File: src/rtl/rally_ctrl_if.sv
// Ball/controller bus: the controller publishes game state and point winner,
// the ball physics block publishes the ball position.
interface rally_ctrl_if;
    logic [11:0] Ball_X;
    logic [11:0] Ball_Y;
    logic [1:0]  Game_state;
    logic        who_win;

    modport master (input Ball_X, input Ball_Y, output Game_state, output who_win);
    modport slave  (output Ball_X, output Ball_Y, input Game_state, input who_win);
endinterface

File: src/rtl/rally_ctrl.sv
// Rally/score controller: detects floor landings, awards points, and sequences
// START -> WAIT (serve delay) -> PLAY -> ... -> END.
module rally_ctrl #(
    parameter int unsigned BALL_W      = 30,
    parameter int unsigned BALL_H      = 30,
    parameter int unsigned FLOOR_Y     = 220,
    parameter int unsigned NET_X       = 160,
    parameter int unsigned WIN_SCORE   = 5,
    parameter int unsigned WAIT_CYCLES = 50_000_000,
    parameter int unsigned ARM_CYCLES  = 2
) (
    input  logic             clk,
    input  logic             reset_n,
    input  logic             start_btn,
    rally_ctrl_if.master     bus,
    output logic [3:0]       player_score,
    output logic [3:0]       npc_score,
    output logic             point_pulse
);

    typedef enum logic [1:0] {
        StStart = 2'd0,
        StWait  = 2'd1,
        StPlay  = 2'd2,
        StEnd   = 2'd3
    } state_e;

    localparam logic [12:0] BallH13   = 13'(BALL_H);
    localparam logic [12:0] HalfW13   = 13'(BALL_W / 2);
    localparam logic [12:0] FloorY13  = 13'(FLOOR_Y);
    localparam logic [12:0] NetX13    = 13'(NET_X);
    localparam logic [31:0] WaitLast  = 32'(WAIT_CYCLES - 1);
    localparam logic [7:0]  ArmMax    = 8'(ARM_CYCLES);
    localparam logic [3:0]  WinScore  = 4'(WIN_SCORE);

    state_e      state_q, state_d;
    logic [31:0] wait_cnt_q, wait_cnt_d;
    logic [7:0]  arm_cnt_q, arm_cnt_d;
    logic [3:0]  ps_q, ps_d, ns_q, ns_d;
    logic        who_win_q, who_win_d;
    logic        pulse_q, pulse_d;
    logic        start_prev_q;

    logic        start_edge, armed, floor_hit, npc_side, land;
    logic [3:0]  ps_inc, ns_inc;

    // 13-bit sums so positions near 4095 cannot wrap into a false result
    assign floor_hit  = ({1'b0, bus.Ball_Y} + BallH13) >= FloorY13;
    assign npc_side   = ({1'b0, bus.Ball_X} + HalfW13) < NetX13;
    assign start_edge = start_btn & ~start_prev_q;
    assign armed      = (arm_cnt_q == ArmMax);
    assign land       = (state_q == StPlay) && armed && floor_hit;
    assign ps_inc     = (ps_q >= WinScore) ? WinScore : ps_q + 4'd1;
    assign ns_inc     = (ns_q >= WinScore) ? WinScore : ns_q + 4'd1;

    always_comb begin
        state_d    = state_q;
        wait_cnt_d = '0;
        arm_cnt_d  = '0;
        ps_d       = ps_q;
        ns_d       = ns_q;
        who_win_d  = who_win_q;
        pulse_d    = 1'b0;
        unique case (state_q)
            StStart: begin
                ps_d      = '0;
                ns_d      = '0;
                who_win_d = 1'b0;
                if (start_edge) state_d = StWait;
            end
            StWait: begin
                wait_cnt_d = wait_cnt_q + 32'd1;
                if (wait_cnt_q == WaitLast) state_d = StPlay;
            end
            StPlay: begin
                arm_cnt_d = armed ? arm_cnt_q : arm_cnt_q + 8'd1;
                if (land) begin
                    pulse_d = 1'b1;
                    if (npc_side) begin
                        ps_d      = ps_inc;
                        who_win_d = 1'b0;
                        state_d   = (ps_inc == WinScore) ? StEnd : StWait;
                    end else begin
                        ns_d      = ns_inc;
                        who_win_d = 1'b1;
                        state_d   = (ns_inc == WinScore) ? StEnd : StWait;
                    end
                end
            end
            StEnd: begin
                // Clear on the way out so START never shows stale scores
                if (start_edge) begin
                    state_d   = StStart;
                    ps_d      = '0;
                    ns_d      = '0;
                    who_win_d = 1'b0;
                end
            end
            default: state_d = StStart;
        endcase
    end

    always_ff @(posedge clk or negedge reset_n) begin
        if (!reset_n) begin
            state_q      <= StStart;
            wait_cnt_q   <= '0;
            arm_cnt_q    <= '0;
            ps_q         <= '0;
            ns_q         <= '0;
            who_win_q    <= 1'b0;
            pulse_q      <= 1'b0;
            start_prev_q <= 1'b0;
        end else begin
            state_q      <= state_d;
            wait_cnt_q   <= wait_cnt_d;
            arm_cnt_q    <= arm_cnt_d;
            ps_q         <= ps_d;
            ns_q         <= ns_d;
            who_win_q    <= who_win_d;
            pulse_q      <= pulse_d;
            start_prev_q <= start_btn;
        end
    end

    assign bus.Game_state = state_q;
    assign bus.who_win    = who_win_q;
    assign player_score   = ps_q;
    assign npc_score      = ns_q;
    assign point_pulse    = pulse_q;

endmodule

File: src/flat_wrapper.sv
// flat-port wrapper written by rule: the top's interface ports become plain ports
module rally_ctrl_flat 
#(
    parameter int unsigned BALL_W      = 30,
    parameter int unsigned BALL_H      = 30,
    parameter int unsigned FLOOR_Y     = 220,
    parameter int unsigned NET_X       = 160,
    parameter int unsigned WIN_SCORE   = 5,
    parameter int unsigned WAIT_CYCLES = 50_000_000,
    parameter int unsigned ARM_CYCLES  = 2
)
  (clk, reset_n, start_btn, player_score, npc_score, point_pulse, bus_Ball_X, bus_Ball_Y, bus_Game_state, bus_who_win);
  rally_ctrl_if bus_i ();
  input  logic clk;
  input  logic reset_n;
  input  logic start_btn;
  output logic [3:0] player_score;
  output logic [3:0] npc_score;
  output logic point_pulse;
  input wire logic [$bits(bus_i.Ball_X)-1:0] bus_Ball_X;
  input wire logic [$bits(bus_i.Ball_Y)-1:0] bus_Ball_Y;
  output wire logic [$bits(bus_i.Game_state)-1:0] bus_Game_state;
  output wire logic [$bits(bus_i.who_win)-1:0] bus_who_win;
  assign bus_i.Ball_X = bus_Ball_X;
  assign bus_i.Ball_Y = bus_Ball_Y;
  assign bus_Game_state = bus_i.Game_state;
  assign bus_who_win = bus_i.who_win;
  rally_ctrl #(.BALL_W(BALL_W), .BALL_H(BALL_H), .FLOOR_Y(FLOOR_Y), .NET_X(NET_X), .WIN_SCORE(WIN_SCORE), .WAIT_CYCLES(WAIT_CYCLES), .ARM_CYCLES(ARM_CYCLES)) u_core (.clk(clk), .reset_n(reset_n), .start_btn(start_btn), .bus(bus_i), .player_score(player_score), .npc_score(npc_score), .point_pulse(point_pulse));
endmodule
File: config.mk
export PLATFORM = sky130hd
export DESIGN_NAME = rally_ctrl_flat
export DESIGN_NICKNAME = d
export VERILOG_FILES = /design/src/rtl/rally_ctrl_if.sv /design/src/rtl/rally_ctrl.sv /design/src/flat_wrapper.sv
export SDC_FILE = /design/constraint.sdc
export NUM_CORES = 1
export LEC_CHECK = 0
export ABC_AREA = 1
export CAP_MARGIN = 20
export CORE_MARGIN = 2
export CORE_UTILIZATION = 25
export CTS_CLUSTER_DIAMETER = 60
export DETAILED_ROUTE_END_ITERATION = 10
export PLACE_DENSITY = 0.44
export SLEW_MARGIN = 25
export SYNTH_ARGS = -nofsm -noshare
export SYNTH_HDL_FRONTEND = slang
export SYNTH_SLANG_ARGS = --single-unit
File: constraint.sdc
create_clock -name clk -period 1.75 [get_ports clk]
set_clock_uncertainty 0.05 [all_clocks]
set_input_delay 0.525 -clock clk [delete_from_list [all_inputs] [get_ports clk]]
set_output_delay 0.525 -clock clk [all_outputs]
set_load 0.01 [all_outputs]
==> run_results.csv, run 1 <==
group,metric,value,unit
timing,worst_slack,-0.0303,ns
worst_setup_path,worstSetupPathType,"reg2reg",
place,place.gp.congestion,0.842,
global_routing,grt_max_degree,54,
detailed_routing,vias_per_cell,4.50,
worst_setup_path,reg2reg_depth,9,
clocking,path_clk_slew,0.07,ns
detailed_routing,drtIter0Drc,103,
worst_setup_path,critPathMaxFanout,3,
floorplanning,die_y,121,microns
worst_setup_path,critPathRequiredTime,1.89,ns
power_and_ir_drop,power_density,818,mW/mm^2
yosys,yosys.cell_types.count,34,
floorplanning,fp.dieW,121,microns
flow_run,drv_cap,0,
final_layout,diodes,0,
detailed_routing,antenna_left,0,
final_layout,area_growth,48.7,%
detailed_routing,dr.pass1.iters,4,
timing,fin_crit_sh,1.02,
yosys,netlist_area,0.00344,sq mm
power_and_ir_drop,ir_worst_vdd,501,uV
timing,maxSlewHeadroom,0.689,
global_routing,grt_pass1_vias,3586,
global_routing,gr-total-overflow,0,
yosys,synthArstFlopShare,1.00,
yosys,synth_area_per_cell,7.20,sq um
power_and_ir_drop,p_total,4.19,mW
clocking,insertion_delay,0.29,ns
worst_setup_path,crit_start,"u_core.wait_cnt_q[0]",
floorplanning,core,0.0133,sq mm
yosys,netlist_instances,478,
worst_setup_path,r2r_end,"u_core.wait_cnt_q[20]",
clocking,cts_made_buffers,5,
clocking,cts_tree,"built",
yosys,yosys.area.top_type,"dfrtp_1",
min_path,hold_class,"in2async",
timing,hold_violations,0,
final_layout,drive_gt1_frac,0.303,
final_layout,design_area,0.00512,sq mm
floorplanning,ioPinCount,39,
yosys,synth_seq_area_share,0.385,
worst_setup_path,crit_end,"u_core.wait_cnt_q[20]",
global_routing,antenna_found_initial,0,
timing,setup_violations,4,
timing,rsz0062_at_grt,"true",
clocking,clockBufferDepth,2,
clocking,cts_root_buffer,"clkbuf_16",
worst_setup_path,worstReg2RegStart,"u_core.wait_cnt_q[0]",
place,dp_hpwl,7.03,mm
yosys,syn_nets,519,
yosys,synth-edff-count,0,
worst_setup_path,endpoint_kind,"flop",
floorplanning,dieArea,0.0147,sq mm
detailed_routing,wl,9.51,mm
power_and_ir_drop,p_leak,2.56,nW
worst_setup_path,r2r_slack,-0.03,ns
timing,post-route-min-period,1.78,ns
yosys,synth_area_leaders,"dfrtp_1 (39%), nand2_1 (12%), inv_1 (7.6%)",
floorplanning,initial_core_util,0.258,
timing,tightest_slew,0.463,ns
place,placed_cell_area,0.00454,sq mm
run_status,status,"finished, violations left",
yosys,synth-seq-cells,53,
final_layout,finalNetCount,640,
yosys,netlist.area_leader.share,0.385,
yosys,synth_most_common_cell,"nand2_1",
yosys,synth_commonest_cells,"nand2_1 (111), inv_1 (70), dfrtp_1 (53)",
timing,fmax,562,MHz
detailed_routing,wl_per_cell,12.3,microns
global_routing,grt_pass1_wl,16.4,mm
global_routing,track_usage,0.137,
yosys,yosys_most_used_dff,"dfrtp_1",
floorplanning,rows,42,
run_status,violations,"setup timing",
clocking,cts.sinks,53,
timing,drv_slew,0,
place,port_buffers,37,
detailed_routing,vias,3494,
worst_setup_path,cp-start-kind,"flop",
clocking,cts_max_level,2,
worst_setup_path,arrival,1.92,ns
yosys,synth_warnings,0,
detailed_routing,drc_errors,0,
worst min-delay path by stage:
| stage | start | endpoint | slack (ns) | depth (start not counted) |
|---|---|---|---|---|
| 6_report | reset_n | u_core.arm_cnt_q[6] | 0.16 | 2 |
| 2_1_floorplan | reset_n | u_core.arm_cnt_q[0] | 0.18 | 0 |
| 3_3_place_gp | u_core.bus.who_win | u_core.bus.who_win | 0.41 | 2 |
| 4_1_cts | reset_n | u_core.point_pulse | 0.19 | 2 |
| 5_1_grt | reset_n | u_core.arm_cnt_q[6] | 0.21 | 2 |
| 3_5_place_dp | u_core.bus.who_win | u_core.bus.who_win | 0.42 | 2 |
metal layers:
layer | global-route usage | vias to the layer above | routed length (microns)
met3 | 0.0226 | 10 | 187
met5 | 0 | - | 0
met2 | 0.230 | 39 | 4560
met1 | 0.183 | 1642 | 4630
li1 | - | 1803 | -
met4 | 0.0374 | 0 | 131
cell families (layout without fill, tap and decap cells):
logic type	after synthesis	count (layout)	share of synthesized area
flip-flops	53	53	0.385
adder cells (fa/ha/maj)	14	14	0.0509
buffers and inverters	81	203	0.0909
XOR/XNOR	10	10	0.0254
AND/OR/NAND/NOR	266	266	0.364
AO/OA/AOI/OAI	54	54	0.0832
report_power, final:
group,internal (mW),switching [mW]
clock,0.716,0.449
combinational,0.754,0.893
sequential,1.31,0.0647
total,2.78,1.41
registers in the layout, summed over array words and instances, names as in the netlist:
| name | flops |
|---|---|
| u_core.point_pulse | 1 |
| u_core.arm_cnt_q | 8 |
| u_core.start_prev_q | 1 |
| u_core.player_score | 4 |
| u_core.bus.who_win | 1 |
| u_core.npc_score | 4 |
| u_core.bus.Game_state | 2 |
| u_core.wait_cnt_q | 32 |
critical path: stages, from the launching register on:
cell,delay [ns]
dfrtp_1,0.37
ha_2,0.20
nand2_2,0.07
nor2_4,0.10
buf_4,0.13
nand4_1,0.19
nor4_4,0.26
nand2_1,0.12
o21ai_1,0.13
a21oi_1,0.05
through the flow:
stage | util | cells | TNS (ns) | setup WS [ns] | hold WS (ns)
after floorplan | - | 478 | -0.0903 | -0.0115 | 0.179
after global placement | 0.340 | 756 | -7.59 | -0.665 | 0.412
after detailed placement | 0.340 | 756 | -8.32 | -0.731 | 0.416
after CTS | 0.367 | 772 | -0.0447 | -0.0399 | 0.194
after global routing | 0.384 | 776 | -2.15 | -0.150 | 0.207
final | 0.384 | 776 | -0.0453 | -0.0303 | 0.163
what timing repair did:
item                                    4_1_cts  5_1_grt
endpoints found under the setup margin       26       31
endpoints found under the hold margin         0        0
hold buffers                                  0        0
resized for setup                            76       56
pin swaps                                    12       11
buffers inserted                              8        5
cell usage in the layout, fill, tap and decap left out, types with 3 or more instances in the layout:
cell,netlist,final
ha_1,14,11
nand4_1,24,24
a21oi_1,27,23
o21ai_2,0,4
dfrtp_2,0,5
nor3_2,3,11
nor2_2,3,13
nand2_4,1,5
o21ai_1,3,5
nand3_1,28,20
inv_1,70,66
nor4_4,1,4
nor2_1,52,39
nand2_1,111,108
clkbuf_16,0,5
o21ai_0,19,13
nand2_2,7,5
dfrtp_1,53,48
buf_4,0,76
nor2_4,1,4
xor2_1,8,8
nor3_1,20,11
a21oi_2,0,4
nand3_2,2,7
inv_2,5,7
nand3_4,0,3
nor4_1,7,3
clkdlybuf4s50_1,0,13
buf_6,1,8
dlygate4sd2_1,0,16
area by class of cell:
cell class | instances | area, sq um
clock inverters | 1 | 30.0
repair buffers | 120 | 998
clock buffers | 7 | 143
multi-input cells | 344 | 2110
fillers | 1427 | 8230
flip-flops and latches | 53 | 1330
well taps | 176 | 220
inverters | 75 | 287
Power figures use the tool's default switching activity.
==> run 2: changes to the inputs <==
--- a/config.mk
+++ b/config.mk
@@ -10,6 +10,7 @@
 export CORE_MARGIN = 2
 export CORE_UTILIZATION = 25
 export CTS_CLUSTER_DIAMETER = 60
+export CTS_CLUSTER_SIZE = 24
 export DETAILED_ROUTE_END_ITERATION = 10
 export PLACE_DENSITY = 0.44
 export SLEW_MARGIN = 25
==> results of run 2 <==
The final DEF is identical to that of run 1; final timing and power are the same.
==> run 3: changes to the inputs <==
--- a/config.mk
+++ b/config.mk
@@ -12,7 +12,6 @@
 export CTS_CLUSTER_DIAMETER = 60
 export CTS_CLUSTER_SIZE = 24
 export DETAILED_ROUTE_END_ITERATION = 10
-export PLACE_DENSITY = 0.44
 export SLEW_MARGIN = 25
 export SYNTH_ARGS = -nofsm -noshare
 export SYNTH_HDL_FRONTEND = slang
==> run 3 against run 2 <==
Against the previous run: clock-buffer cell count down 1; largest cell class unchanged; sequential share of layout area up 1.2 points; worst hold slack worse by 0.0035 ns; setup slack better by 0.020 ns; cell area down 4.4%; combinational power down 12%; the flow still finishes with violations (setup timing); largest power group unchanged.
==> run_results.csv, run 3 (synthesis gave the netlist of run 1 again) <==
group,metric,value,unit
flow_run,drv_cap,0,
worst_setup_path,crit_top_cell,"nand2_1",
final_layout,top_register,"u_core.wait_cnt_q",
floorplanning,dieArea,0.0147,sq mm
detailed_routing,drc_errors,0,
power_and_ir_drop,p_total,4.02,mW
detailed_routing,wl_per_cell,11.8,microns
timing,post-route-min-period,1.76,ns
detailed_routing,drtIter0Drc,131,
run_status,violations,"setup timing",
clocking,path_clk_slew,0.07,ns
floorplanning,ioPinCount,39,
floorplanning,initial_core_util,0.258,
detailed_routing,vias_per_cell,4.61,
timing,fin_crit_sh,1.01,
worst_setup_path,critPathMaxFanout,5,
place,place_ws,-0.691,ns
detailed_routing,vias,3485,
place,port_buffers,37,
timing,rsz0062_at_grt,"true",
power_and_ir_drop,power_density,822,mW/mm^2
clocking,cts.sinks,53,
timing,setup_violations,2,
clocking,cts_root_buffer,"clkbuf_16",
power_and_ir_drop,p_leak,2.38,nW
worst_setup_path,critPathBufInv,3,
global_routing,grt_max_degree,54,
worst_setup_path,critPathSlowestCell,"clkdlybuf4s50_1",
floorplanning,die_y,121,microns
place,place.gp.congestion,0.877,
global_routing,grt_pass1_wl,15.2,mm
floorplanning,fp.dieW,121,microns
final_layout,layout_common_cells,"nand2_1 (106), inv_1 (66), buf_4 (56), dfrtp_1 (47), nor2_1 (42)",
detailed_routing,dr.pass1.iters,4,
floorplanning,rows,42,
detailed_routing,antenna_left,0,
timing,hold_violations,0,
final_layout,layout_commonest_cell,"nand2_1",
clocking,insertion_delay,0.30,ns
global_routing,gr-total-overflow,0,
worst_setup_path,slowest_delay,0.40,ns
final_layout,largest_reg_flops,32,
global_routing,track_usage,0.125,
worst_setup_path,critPathRequiredTime,1.88,ns
min_path,hold_class,"in2async",
worst_setup_path,cp_cell_sequence,"clkdlybuf4s50_1 > nor2_1 > nand2_1 > nand2_1 > nand2_2 > a21oi_2 > buf_4 > nor2_1 > buf_4 > nand4_1 > nand2_1",
global_routing,antenna_found_initial,0,
clocking,cts_max_level,2,
timing,tns,-0.0147,ns
floorplanning,core,0.0133,sq mm
worst_setup_path,arrival,1.89,ns
power_and_ir_drop,ir_worst_vdd,397,uV
worst_setup_path,endpoint_kind,"flop",
final_layout,finalNetCount,620,
detailed_routing,wl,8.94,mm
clocking,cts_tree,"built",
timing,tightest_slew,0.449,ns
worst_setup_path,worstSetupPathType,"in2reg",
global_routing,grt_pass1_vias,3373,
final_layout,diodes,0,
clocking,cts_made_buffers,5,
final_layout,reg_top3,"u_core.wait_cnt_q x32, u_core.arm_cnt_q x8",
timing,worst_slack,-0.0107,ns
timing,drv_slew,0,
place,placed_cells,741,
clocking,clockBufferDepth,2,
timing,maxSlewHeadroom,0.701,
final_layout,drive_gt1_frac,0.283,
worst_setup_path,cp-start-kind,"input port",
run_status,status,"finished, violations left",
worst_setup_path,path_delay_family,"buffers and inverters",
place,dp_hpwl,6.52,mm
final_layout,finalNonFillerCells,756,
timing,fmax,568,MHz
final_layout,area_growth,42.2,%
## run 3: worst register-to-register path, cell delays in order, from the launching register on
cell and delay, ns:
dfrtp_1 0.35, buf_4 0.12, nand3_2 0.11, nor2_1 0.12, nand2_1 0.11, nor3_2 0.17
nand3_1 0.15, inv_2 0.12, nand2_2 0.08, inv_2 0.09, nand3_1 0.07, nand2_1 0.07
nor2_1 0.04
## run 3: worst paths after layout
| check | start | end | cells past startpoint | slack (ns) |
|---|---|---|---|---|
| hold / removal | reset_n | u_core.player_score[2] | 2 | 0.16 |
| setup reg to reg | u_core.wait_cnt_q[0] | u_core.wait_cnt_q[25] | 12 | 0.02 |
| setup / recovery | bus_Ball_X[1] | u_core.npc_score[0] | 11 | -0.01 |
| max in group asynchronous | reset_n | u_core.wait_cnt_q[10] | 2 | 1.22 |
| min in group clk | u_core.bus.who_win | u_core.bus.who_win | 2 | 0.43 |
| hold reg to reg | u_core.bus.who_win | u_core.bus.who_win | 2 | 0.43 |
## run 3: metrics by stage
stage	util	area (sq um)	hold WS (ns)
final	0.367	4890	0.160
after global routing	0.367	4890	0.178
after CTS	0.353	4710	0.180
after detailed placement	0.332	4430	0.416
after global placement	0.332	4430	0.414
after floorplan	-	3440	0.179
## run 3: per-layer routing
metal | part of all wire | GRT usage
met5 | 0 | 0
met4 | 0.016 | 0.0395
met3 | 0.028 | 0.0202
met2 | 0.50 | 0.222
met1 | 0.45 | 0.155
## run 3: timing repair
action / CTS / global route
endpoints found under the setup margin: 25 / 31
pin swaps: 11 / 33
hold endpoints to repair: 0 / 0
gates cloned: 1 / 0
hold buffers: 0 / 0
resized for setup: 69 / 60
setup buffers: 2 / 5
## run 3: final cells by class
cell class / instances / area (sq um)
fillers: 1430 / 8450
multi-input cells: 344 / 2050
flip-flops and latches: 53 / 1330
repair buffers: 99 / 826
inverters: 75 / 284
well taps: 176 / 220
clock buffers: 6 / 139
clock inverters: 2 / 37.5
repair inverters: 1 / 7.51
## run 3: power by group
part | internal (mW) | switching (mW) | leakage, nW
Clock | 0.714 | 0.450 | 0.0831
Sequential | 1.31 | 0.0846 | 0.723
Combinational | 0.635 | 0.826 | 1.57
